--- src/rtl/uart_result_reporter.sv ---
// ============================================================================
// uart_result_reporter
// ----------------------------------------------------------------------------
// Formats BNN classification results (and, optionally, controller status
// changes) as short ASCII messages and serialises them on a transmit-only
// 8N1 UART line so a host can log inferences.
//
//   Result message : 'R', digit ('0'..'9', or '?' for 10..15), CR, LF
//   Status message : 'S', hex char ('0'..'9','A'..'F'), CR, LF
//
// Parameters
//   CLK_FREQ_HZ   main clock frequency in Hz
//   BAUD_RATE     UART bit rate; CLK_FREQ_HZ / BAUD_RATE must be >= 2
//
// Ports
//   clk           main clock, all logic on the rising edge
//   rst_n         synchronous active-low reset
//   result_valid  single-cycle strobe qualifying result_in
//   result_in     classified digit (0..9; 10..15 report as '?')
//   status_code   controller status level (used only with STATUS_REPORT_EN)
//   uart_tx       serial output, idles high, registered
//   busy          high while a message is in flight or pending
//   overflow_cnt  saturating count of pending results overwritten unsent
//
// Build option
//   STATUS_REPORT_EN  when defined, every change of status_code queues an
//                     'S' message. When undefined status_code is ignored.
// ============================================================================
module uart_result_reporter #(
   parameter int CLK_FREQ_HZ = 100_000_000,
   parameter int BAUD_RATE   = 115200
) (
   input  logic       clk,
   input  logic       rst_n,
   input  logic       result_valid,
   input  logic [3:0] result_in,
   input  logic [3:0] status_code,
   output logic       uart_tx,
   output logic       busy,
   output logic [7:0] overflow_cnt
);

   localparam int CLKS_PER_BIT = CLK_FREQ_HZ / BAUD_RATE;
   localparam int CNT_W        = (CLKS_PER_BIT > 1) ? $clog2(CLKS_PER_BIT) : 1;
   localparam logic [CNT_W-1:0] BAUD_LAST = CNT_W'(CLKS_PER_BIT - 1);

   generate
      if (CLKS_PER_BIT < 2) begin : g_bad_divisor
         $error("uart_result_reporter: CLK_FREQ_HZ / BAUD_RATE must be at least 2");
      end
   endgenerate

   typedef enum logic [2:0] {
      ST_IDLE,
      ST_START,
      ST_DATA,
      ST_STOP,
      ST_NEXT
   } state_t;

   // ------------------------------------------------------------------------
   // Character lookup tables
   // ------------------------------------------------------------------------
   // Digits 10..15 print as '?' to match the blanked 7-segment display.
   logic [7:0] digit_lut [16];

   genvar gi;
   generate
      for (gi = 0; gi < 16; gi++) begin : g_digit_lut
         if (gi < 10) begin : g_num
            assign digit_lut[gi] = 8'(8'h30 + gi);
         end else begin : g_blank
            assign digit_lut[gi] = 8'h3F;
         end
      end
   endgenerate

   // ------------------------------------------------------------------------
   // State
   // ------------------------------------------------------------------------
   state_t           state_reg,        state_next;
   logic [CNT_W-1:0] baud_cnt_reg,     baud_cnt_next;
   logic [2:0]       bit_cnt_reg,      bit_cnt_next;
   logic [1:0]       byte_idx_reg,     byte_idx_next;
   logic [7:0]       char_reg,         char_next;
   logic             msg_is_stat_reg,  msg_is_stat_next;
   logic             tx_reg,           tx_next;
   logic             res_pend_reg,     res_pend_next;
   logic [3:0]       res_digit_reg,    res_digit_next;
   logic [7:0]       overflow_cnt_reg, overflow_cnt_next;

   logic             idle;
   logic             take_res;
   logic             take_stat;
   logic             stat_pend;
   logic [7:0]       stat_char;
   logic             baud_done;
   logic [7:0]       cur_byte;

   assign idle      = (state_reg == ST_IDLE);
   assign baud_done = (baud_cnt_reg == BAUD_LAST);

   // Result messages win when both slots are waiting in IDLE.
   assign take_res  = idle & res_pend_reg;
   assign take_stat = idle & stat_pend & ~res_pend_reg;

   // ------------------------------------------------------------------------
   // Status slot (optional)
   // ------------------------------------------------------------------------
`ifdef STATUS_REPORT_EN
   logic [7:0] hex_lut [16];
   logic       stat_pend_reg, stat_pend_next;
   logic [3:0] status_prev_reg;

   generate
      for (gi = 0; gi < 16; gi++) begin : g_hex_lut
         if (gi < 10) begin : g_num
            assign hex_lut[gi] = 8'(8'h30 + gi);
         end else begin : g_alpha
            // 'A' is 0x41 = 0x37 + 10
            assign hex_lut[gi] = 8'(8'h37 + gi);
         end
      end
   endgenerate

   // A fresh change re-arms the slot even on the edge that consumes it, so
   // a change landing during selection is never lost.
   always_comb begin
      stat_pend_next = stat_pend_reg;
      if (status_code != status_prev_reg) begin
         stat_pend_next = 1'b1;
      end else if (take_stat) begin
         stat_pend_next = 1'b0;
      end
   end

   always_ff @(posedge clk) begin
      if (!rst_n) begin
         stat_pend_reg   <= 1'b0;
         status_prev_reg <= 4'h0;
      end else begin
         stat_pend_reg   <= stat_pend_next;
         status_prev_reg <= status_code;
      end
   end

   assign stat_pend = stat_pend_reg;
   // The reported value is the live code at selection time, not the one
   // that triggered the change.
   assign stat_char = hex_lut[status_code];
`else
   logic unused_status_code;

   assign unused_status_code = ^status_code;
   assign stat_pend          = 1'b0;
   assign stat_char          = 8'h00;
`endif

   // ------------------------------------------------------------------------
   // Result slot
   // ------------------------------------------------------------------------
   // A strobe on the selection edge refills the slot for the next message;
   // only a strobe hitting a slot that stays occupied counts as overflow.
   always_comb begin
      res_pend_next     = res_pend_reg;
      res_digit_next    = res_digit_reg;
      overflow_cnt_next = overflow_cnt_reg;
      if (result_valid) begin
         res_pend_next  = 1'b1;
         res_digit_next = result_in;
         if (res_pend_reg && !take_res && (overflow_cnt_reg != 8'hFF)) begin
            overflow_cnt_next = overflow_cnt_reg + 8'd1;
         end
      end else if (take_res) begin
         res_pend_next = 1'b0;
      end
   end

   // ------------------------------------------------------------------------
   // Byte currently on the wire
   // ------------------------------------------------------------------------
   always_comb begin
      case (byte_idx_reg)
         2'd0:    cur_byte = msg_is_stat_reg ? 8'h53 : 8'h52;
         2'd1:    cur_byte = char_reg;
         2'd2:    cur_byte = 8'h0D;
         default: cur_byte = 8'h0A;
      endcase
   end

   // ------------------------------------------------------------------------
   // Transmit FSM: next state and line value
   // ------------------------------------------------------------------------
   // tx_next is the line level for the current state; registering it gives
   // the one-cycle output delay (strobe at edge k -> start bit from k+2).
   always_comb begin
      state_next       = state_reg;
      baud_cnt_next    = baud_cnt_reg;
      bit_cnt_next     = bit_cnt_reg;
      byte_idx_next    = byte_idx_reg;
      char_next        = char_reg;
      msg_is_stat_next = msg_is_stat_reg;
      tx_next          = 1'b1;

      case (state_reg)
         ST_IDLE: begin
            if (take_res || take_stat) begin
               state_next       = ST_START;
               baud_cnt_next    = '0;
               byte_idx_next    = 2'd0;
               msg_is_stat_next = take_stat;
               char_next        = take_res ? digit_lut[res_digit_reg] : stat_char;
            end
         end

         ST_START: begin
            tx_next = 1'b0;
            if (baud_done) begin
               state_next    = ST_DATA;
               baud_cnt_next = '0;
               bit_cnt_next  = 3'd0;
            end else begin
               baud_cnt_next = baud_cnt_reg + 1'b1;
            end
         end

         ST_DATA: begin
            tx_next = cur_byte[bit_cnt_reg];
            if (baud_done) begin
               baud_cnt_next = '0;
               if (bit_cnt_reg == 3'd7) begin
                  state_next = ST_STOP;
               end else begin
                  bit_cnt_next = bit_cnt_reg + 3'd1;
               end
            end else begin
               baud_cnt_next = baud_cnt_reg + 1'b1;
            end
         end

         ST_STOP: begin
            if (baud_done) begin
               state_next    = ST_NEXT;
               baud_cnt_next = '0;
            end else begin
               baud_cnt_next = baud_cnt_reg + 1'b1;
            end
         end

         ST_NEXT: begin
            // Single high cycle separating bytes of one message.
            baud_cnt_next = '0;
            if (byte_idx_reg != 2'd3) begin
               byte_idx_next = byte_idx_reg + 2'd1;
               state_next    = ST_START;
            end else begin
               byte_idx_next = 2'd0;
               state_next    = ST_IDLE;
            end
         end

         default: begin
            state_next = ST_IDLE;
         end
      endcase
   end

   // ------------------------------------------------------------------------
   // Registers
   // ------------------------------------------------------------------------
   always_ff @(posedge clk) begin
      if (!rst_n) begin
         state_reg        <= ST_IDLE;
         baud_cnt_reg     <= '0;
         bit_cnt_reg      <= 3'd0;
         byte_idx_reg     <= 2'd0;
         char_reg         <= 8'h00;
         msg_is_stat_reg  <= 1'b0;
         tx_reg           <= 1'b1;
         res_pend_reg     <= 1'b0;
         res_digit_reg    <= 4'h0;
         overflow_cnt_reg <= 8'h00;
      end else begin
         state_reg        <= state_next;
         baud_cnt_reg     <= baud_cnt_next;
         bit_cnt_reg      <= bit_cnt_next;
         byte_idx_reg     <= byte_idx_next;
         char_reg         <= char_next;
         msg_is_stat_reg  <= msg_is_stat_next;
         tx_reg           <= tx_next;
         res_pend_reg     <= res_pend_next;
         res_digit_reg    <= res_digit_next;
         overflow_cnt_reg <= overflow_cnt_next;
      end
   end

   assign uart_tx      = tx_reg;
   assign busy         = ~idle | res_pend_reg | stat_pend;
   assign overflow_cnt = overflow_cnt_reg;

endmodule
--- config.mk ---
export PLATFORM = sky130hd
export DESIGN_NAME = uart_result_reporter
export DESIGN_NICKNAME = d
export VERILOG_FILES = /design/src/rtl/uart_result_reporter.sv
export SDC_FILE = /design/constraint.sdc
export NUM_CORES = 1
export LEC_CHECK = 0
export CAP_MARGIN = 5
export CELL_PAD_IN_SITES_DETAIL_PLACEMENT = 1
export CELL_PAD_IN_SITES_GLOBAL_PLACEMENT = 1
export CORE_MARGIN = 1.5
export CORE_UTILIZATION = 46
export DETAILED_ROUTE_END_ITERATION = 8
export PLACE_DENSITY_LB_ADDON = 0.1
export SYNTH_ARGS = -nofsm -noshare
export SYNTH_HDL_FRONTEND = slang
export SYNTH_SLANG_ARGS = --single-unit
--- constraint.sdc ---
create_clock -name clk -period 4.97 [get_ports clk]
set_clock_uncertainty 0.1 [all_clocks]
set_input_delay 0.497 -clock clk [delete_from_list [all_inputs] [get_ports clk]]
set_output_delay 0.497 -clock clk [all_outputs]
set_load 0.02 [all_outputs]
### After elaboration in Yosys (flattened, before gate mapping)

Memories as Yosys holds them, arrays and structs flattened. A register that Yosys moved wholly into a read port is not among the register bits.
Cells that the tools add are included.

| cells by class | value |
|---|---|
| add/sub/neg operators | 4 |
| order comparisons | 1 |
| eq/ne operators | 16 |
| mux-type cells | 23 |
| bitwise gates (word level) | 4 |
| reduce and logical (&&, ||, !) cells | 17 |

Operator list:

| kind | number |
|---|---|
| one-hot mux 10 bit (3 select lines) | 1 |
| 2-to-1 mux 3 bit | 8 |
| one-hot mux 8 bit (3 select lines) | 1 |
| 2-to-1 mux 10 bit | 2 |
| one-hot mux 3 bit (5 select lines) | 1 |
| != test 2 bit (second input constant) | 6 |
| adder 10 x 1 -> 10 bit (second input constant) | 1 |
| equality test 10 bit (second input constant) | 1 |
| adder 8 x 1 -> 8 bit (second input constant) | 1 |
| != test 8 bit (second input constant) | 1 |
| AND reduction 2 bit | 4 |
| equality test 3 x 2 -> 1 bit (second input constant) | 2 |
| equality test 3 bit (second input constant) | 2 |
| one-hot mux 3 bit (2 select lines) | 1 |
| nonzero test 2 bit | 3 |
| inverter 4 -> 5 bit | 1 |
| AND reduction 5 bit | 1 |
| less-than comparator 3 x 4 -> 1 bit (second input constant) | 1 |
| 2-to-1 mux 1 bit | 4 |
| 2-to-1 mux 2 bit | 2 |
| one-hot mux 2 bit (2 select lines) | 1 |
| AND reduction 4 bit | 1 |
| adder 3 x 1 -> 3 bit (second input constant) | 1 |
| binary-select mux 1 bit (select 3 bit) | 1 |
| other kinds (15) | 17 |

| word-level totals | value |
|---|---|
| register bits | 32 |
| ROM bits | 128 |
| input port bits | 11 |
| output and inout bits | 10 |
| word-level logic and storage cells | 74 |
| memories kept | 1 |

Memories:

| name | depth | bits a word | read ports | clocked after Yosys merged registers in | write ports | line | RTL |
|---|---|---|---|---|---|---|---|
| (name not given) | 16 | 8 | 1 | 1 | 0 | 212 | `char_next = take_res ? digit_lut[res_digit_reg] : stat_char;` |

### Depth between registers and ports, before layout

| depth | value |
|---|---|
| word-level depth | 6 |
| gate-level depth with buffers | 6 |
| depth with buffers taken out | 6 |

### Worst setup path before layout

OpenSTA, ideal clock, no wires.

| path | value |
|---|---|
| kind | flip-flop to flip-flop |
| from | reg overflow_cnt_reg[0], in the netlist overflow_cnt[0] |
| to | reg overflow_cnt_reg[5], in the netlist overflow_cnt[5] |
| library setup time | 0.071 ns |
| arrival | 1.651 ns |
| data required time | 4.799 ns |
| setup slack | 3.149 ns |
| cell stages (with the launch flop) | 6 |
| buffers on the path | 0 |
| period minus slack after synthesis | 1.821 ns |
| path through | dfxtp_1 ha_1 and3_1 a21o_1 or4_1 a21oi_1 |

| between the ends | value |
|---|---|
| longest elaborated chain between the ends | 3 |
| elaborated cells between the ends (all ways) | 4 |
| classes of those cells | add/sub (1); eq/ne (1); reduce/logical (2) |

Ends and longest elaborated chain:

| item | line | RTL |
|---|---|---|
| start: declaration | 90 | `logic [7:0] overflow_cnt_reg, overflow_cnt_next;` |
| start signal: assignment | 293 | `overflow_cnt_reg <= overflow_cnt_next;` |
| branches (longest 3 deep; another with adder 8 x 1 -> 8 bit) | n/a |  |

Several ways; the timed one is not identified.
A chain may end at the register's enable or synchronous reset.

### Worst setup path in the final report

| path | value |
|---|---|
| from | reg state_reg[2] |
| to | out busy |

| between the ends | value |
|---|---|
| longest elaborated chain between the ends | 3 |

Ends and longest elaborated chain:

| item | line | RTL |
|---|---|---|
| start: declaration | 81 | `state_t state_reg, state_next;` |
| start signal: assignment | 284 | `state_reg <= state_next;` |
| logical NOT 3 bit | 100 | `assign idle = (state_reg == ST_IDLE);` |
| inverter 1 bit | 298 | `assign busy = ~idle \| res_pend_reg \| stat_pend;` |
| OR 1 bit | 298 |  |
| end: declaration | 39 | `output logic busy,` |

No other way between the ends.

==> impl_metrics.yaml <==
outcome:
  outcome: "complete, no violations"
global_routing:
  antenna_found_initial: 0
  grt_max_degree: 26
  grt_pass1_wl_mm: 7.62
  gr-usage-all-layers: 0.216
  grt_pass1_vias: 1721
  overflow: 0
sta:
  finalSetupViolations: 0
  fmax_ghz: 0.369
  max_slew.worst_pin.slew_ns: 0.624
  finalSetupTns_ns: 0
  period_share: 0.545
  hold_viol: 0
  setup_slack_ns: 2.26
  post-route-min-period_ns: 2.71
  slew-limit-headroom: 0.580
  rsz0062_at_grt: "false"
  final_max_slew_viol_count: 0
floorplan:
  coreArea_sq_um: 4060
  num_io_pins: 21
  start_util: 0.486
  die_h_um: 68.5
  rows: 23
  die_area_sq_um: 4690
  die_w_um: 68.5
logic_synthesis:
  synth-async-reset-ratio: 0
  synthMuxAreaShare: 0.0406
  synth_top_family_by_area: "simple AND/OR/NAND/NOR gates"
  yosysSeqAreaShare: 0.376
  yosys.area_share.simple: 0.247
  synth_xor_area_frac: 0.0266
  synth_edf_count: 0
  ys.warnings.count: 0
  synth_area_per_cell_sq_um: 8.92
  synthCells: 221
  synth_seq_cells: 37
  synth_area_sq_um: 1970
  syn_nets: 240
  ys_types: 59
  synthAdderAreaFrac: 0.0508
  synth_compound_area_frac: 0.210
  synth_ff_type: "dfxtp_1"
power:
  power_density_nw_per_um2: 295
  clkPwrFrac: 0.474
  irDropWorstVdd_uv: 168
  p_seq_frac: 0.462
  p_int_w: 0.000524
  p_total_w: 0.000671
  p_sw_w: 0.000148
  p_leak_nw: 0.826
  netSwitchingFraction: 0.220
  p_comb_frac: 0.064
worst_setup_path:
  start_kind: "flop"
  cp.arrival_ns: 2.11
  crit_fanout: 18
  crit_path_end_kind: "output pin"
  regToRegSetupSlack_ns: 2.88
  cp.required_ns: 4.37
  worstSetupPathType: "reg2out"
  r2r-end: "overflow_cnt[5]"
  r2r_cells: 4
  r2r_start: "state_reg[2]"
final_layout:
  area_growth_pct: 15.3
  fin_nets: 253
  diodes: 0
  multiInputGateArea_sq_um: 1130
  regArea_sq_um: 741
  drive_gt1_frac: 0.0766
  largest_reg_flops: 10
  fill_cells: 474
clock_tree:
  hold_buffers: 0
  cts-resized-gates: 0
  cts_setup_buffers: 0
  ctsLongestPathBuffers: 2
  cts.sinks: 37
  cts_root_buffer: "clkbuf_8"
  numCtsBuffers: 5
  clk_latency_ns: 0.29
  cts.htree.levels: 2
  path_clk_slew_ns: 0.08
  cts_tree: "built"
place:
  gp_congestion: 0.782
  dp_hpwl_mm: 3.37
  place_ws_ns: 2.44
  port_buffers: 16
detailed_routing:
  via_per_inst: 5.97
  drc: 0
  postRouteAntennaNets: 0
  wire_per_inst_um: 16.6
  drt_iter0_drc: 53
  drt-total-wl_mm: 4.74
  vias: 1701
  first_pass_iters: 4
hold_path:
  hold_depth: 2
  min_from: "res_digit_reg[0]"
  whs_endpoint: "char_reg[0]"
  hp-class: "reg2reg"
flow_run:
  max-cap-violations: 0
## critical path, stage by stage (launching register included)
cell	delay [ns]
dfxtp_1	0.49
nor4_1	0.64
inv_1	0.11
clkdlybuf4s50_1	0.57
## cells by family after synthesis
kind of cell | count (synthesis)
AOI/OAI and AO/OA | 57
xor gates and xnor gates | 6
adders and majority gates | 8
buffers and inverters | 20
DFF | 37
muxes | 8
and+or+nand+nor | 85
## power groups by stage
stage / logic [W] / clock network [W] / registers [W]
after detailed placement: 0.0000430 / 0 / 0.000317
after global placement: 0.0000403 / 0 / 0.000317
after floorplan: 0.0000309 / 0 / 0.000315
after CTS: 0.0000434 / 0.000323 / 0.000310
after global routing: 0.0000478 / 0.000335 / 0.000311
final: 0.0000430 / 0.000318 / 0.000310
## cell type report
type | instances | area share
multi-input cells | 164 | 0.499
flip-flops and latches | 37 | 0.326
repair buffers | 16 | 0.0704
clock buffers | 5 | 0.0303
clock inverters | 3 | 0.0303
well taps | 50 | 0.0275
inverters | 10 | 0.0165
## synthesized netlist by cell type, types with 2 or more instances
master / n / area share
and2_1: 3 / 0.0095
o31ai_1: 4 / 0.015
inv_1: 9 / 0.017
a21o_1: 2 / 0.0076
xnor2_1: 5 / 0.022
o22a_1: 2 / 0.0089
nor3_1: 2 / 0.0051
a211oi_1: 4 / 0.015
a31oi_1: 3 / 0.0095
buf_4: 3 / 0.011
nor2_1: 27 / 0.051
and4_1: 2 / 0.0089
o21a_1: 3 / 0.011
o221ai_1: 2 / 0.0089
or3_1: 6 / 0.019
clkbuf_1: 4 / 0.0076
mux2i_1: 8 / 0.041
ha_1: 8 / 0.051
nor4b_1: 2 / 0.0089
nor2b_1: 3 / 0.0095
nand2b_1: 2 / 0.0063
a22o_1: 3 / 0.013
a21oi_1: 11 / 0.028
buf_2: 2 / 0.0051
o21ai_0: 9 / 0.023
nand3_1: 4 / 0.010
dfxtp_1: 37 / 0.38
nor4_1: 2 / 0.0063
nor3b_1: 4 / 0.015
or4_1: 3 / 0.011
a32oi_1: 3 / 0.013
and3_1: 4 / 0.013
nand2_1: 9 / 0.017
## metrics by stage
| step | instance area (sq um) | util | instances | hold WS (ns) |
|---|---|---|---|---|
| floorplan | 1970 | - | 221 | 0.339 |
| global placement | 2140 | 0.526 | 277 | 0.353 |
| detailed placement | 2140 | 0.526 | 277 | 0.372 |
| CTS | 2270 | 0.560 | 285 | 0.384 |
| global route | 2270 | 0.560 | 285 | 0.412 |
| finish | 2270 | 0.560 | 285 | 0.374 |
## worst max path at each step
stage / slack [ns] / cells past startpoint / endpoint / startpoint
final: 2.26 / 3 / busy / state_reg[2]
after global routing: 2.16 / 3 / busy / state_reg[2]
after CTS: 2.30 / 3 / busy / state_reg[2]
after detailed placement: 2.44 / 5 / overflow_cnt[5] / result_valid
after global placement: 2.49 / 5 / overflow_cnt[5] / result_valid
after floorplan: 3.15 / 5 / overflow_cnt[5] / overflow_cnt[0]
## routing by layer
| layer | vias up | wire (um) | global-route usage | part of all wire |
|---|---|---|---|---|
| li1 | 838 | - | - | - |
| met1 | 840 | 2150 | 0.244 | 0.45 |
| met2 | 14 | 2410 | 0.392 | 0.51 |
| met3 | 9 | 105 | 0.0543 | 0.022 |
| met4 | 0 | 70 | 0.0675 | 0.015 |
| met5 | - | 0 | 0 | 0 |
## cells in the final DEF, fill, tap and decap left out, drive strengths merged, types with 4 or more instances in the layout
master,instances
a211oi,4
a21oi,11
a22o,4
and3,5
clkbuf,5
clkdlybuf4s50,16
dfxtp,37
ha,8
inv,11
mux2i,8
nand2,9
nand3,5
nor2,27
nor3b,5
o21ai,10
o31ai,4
or3,7
xnor2,5
Power figures use the tool's default switching activity.
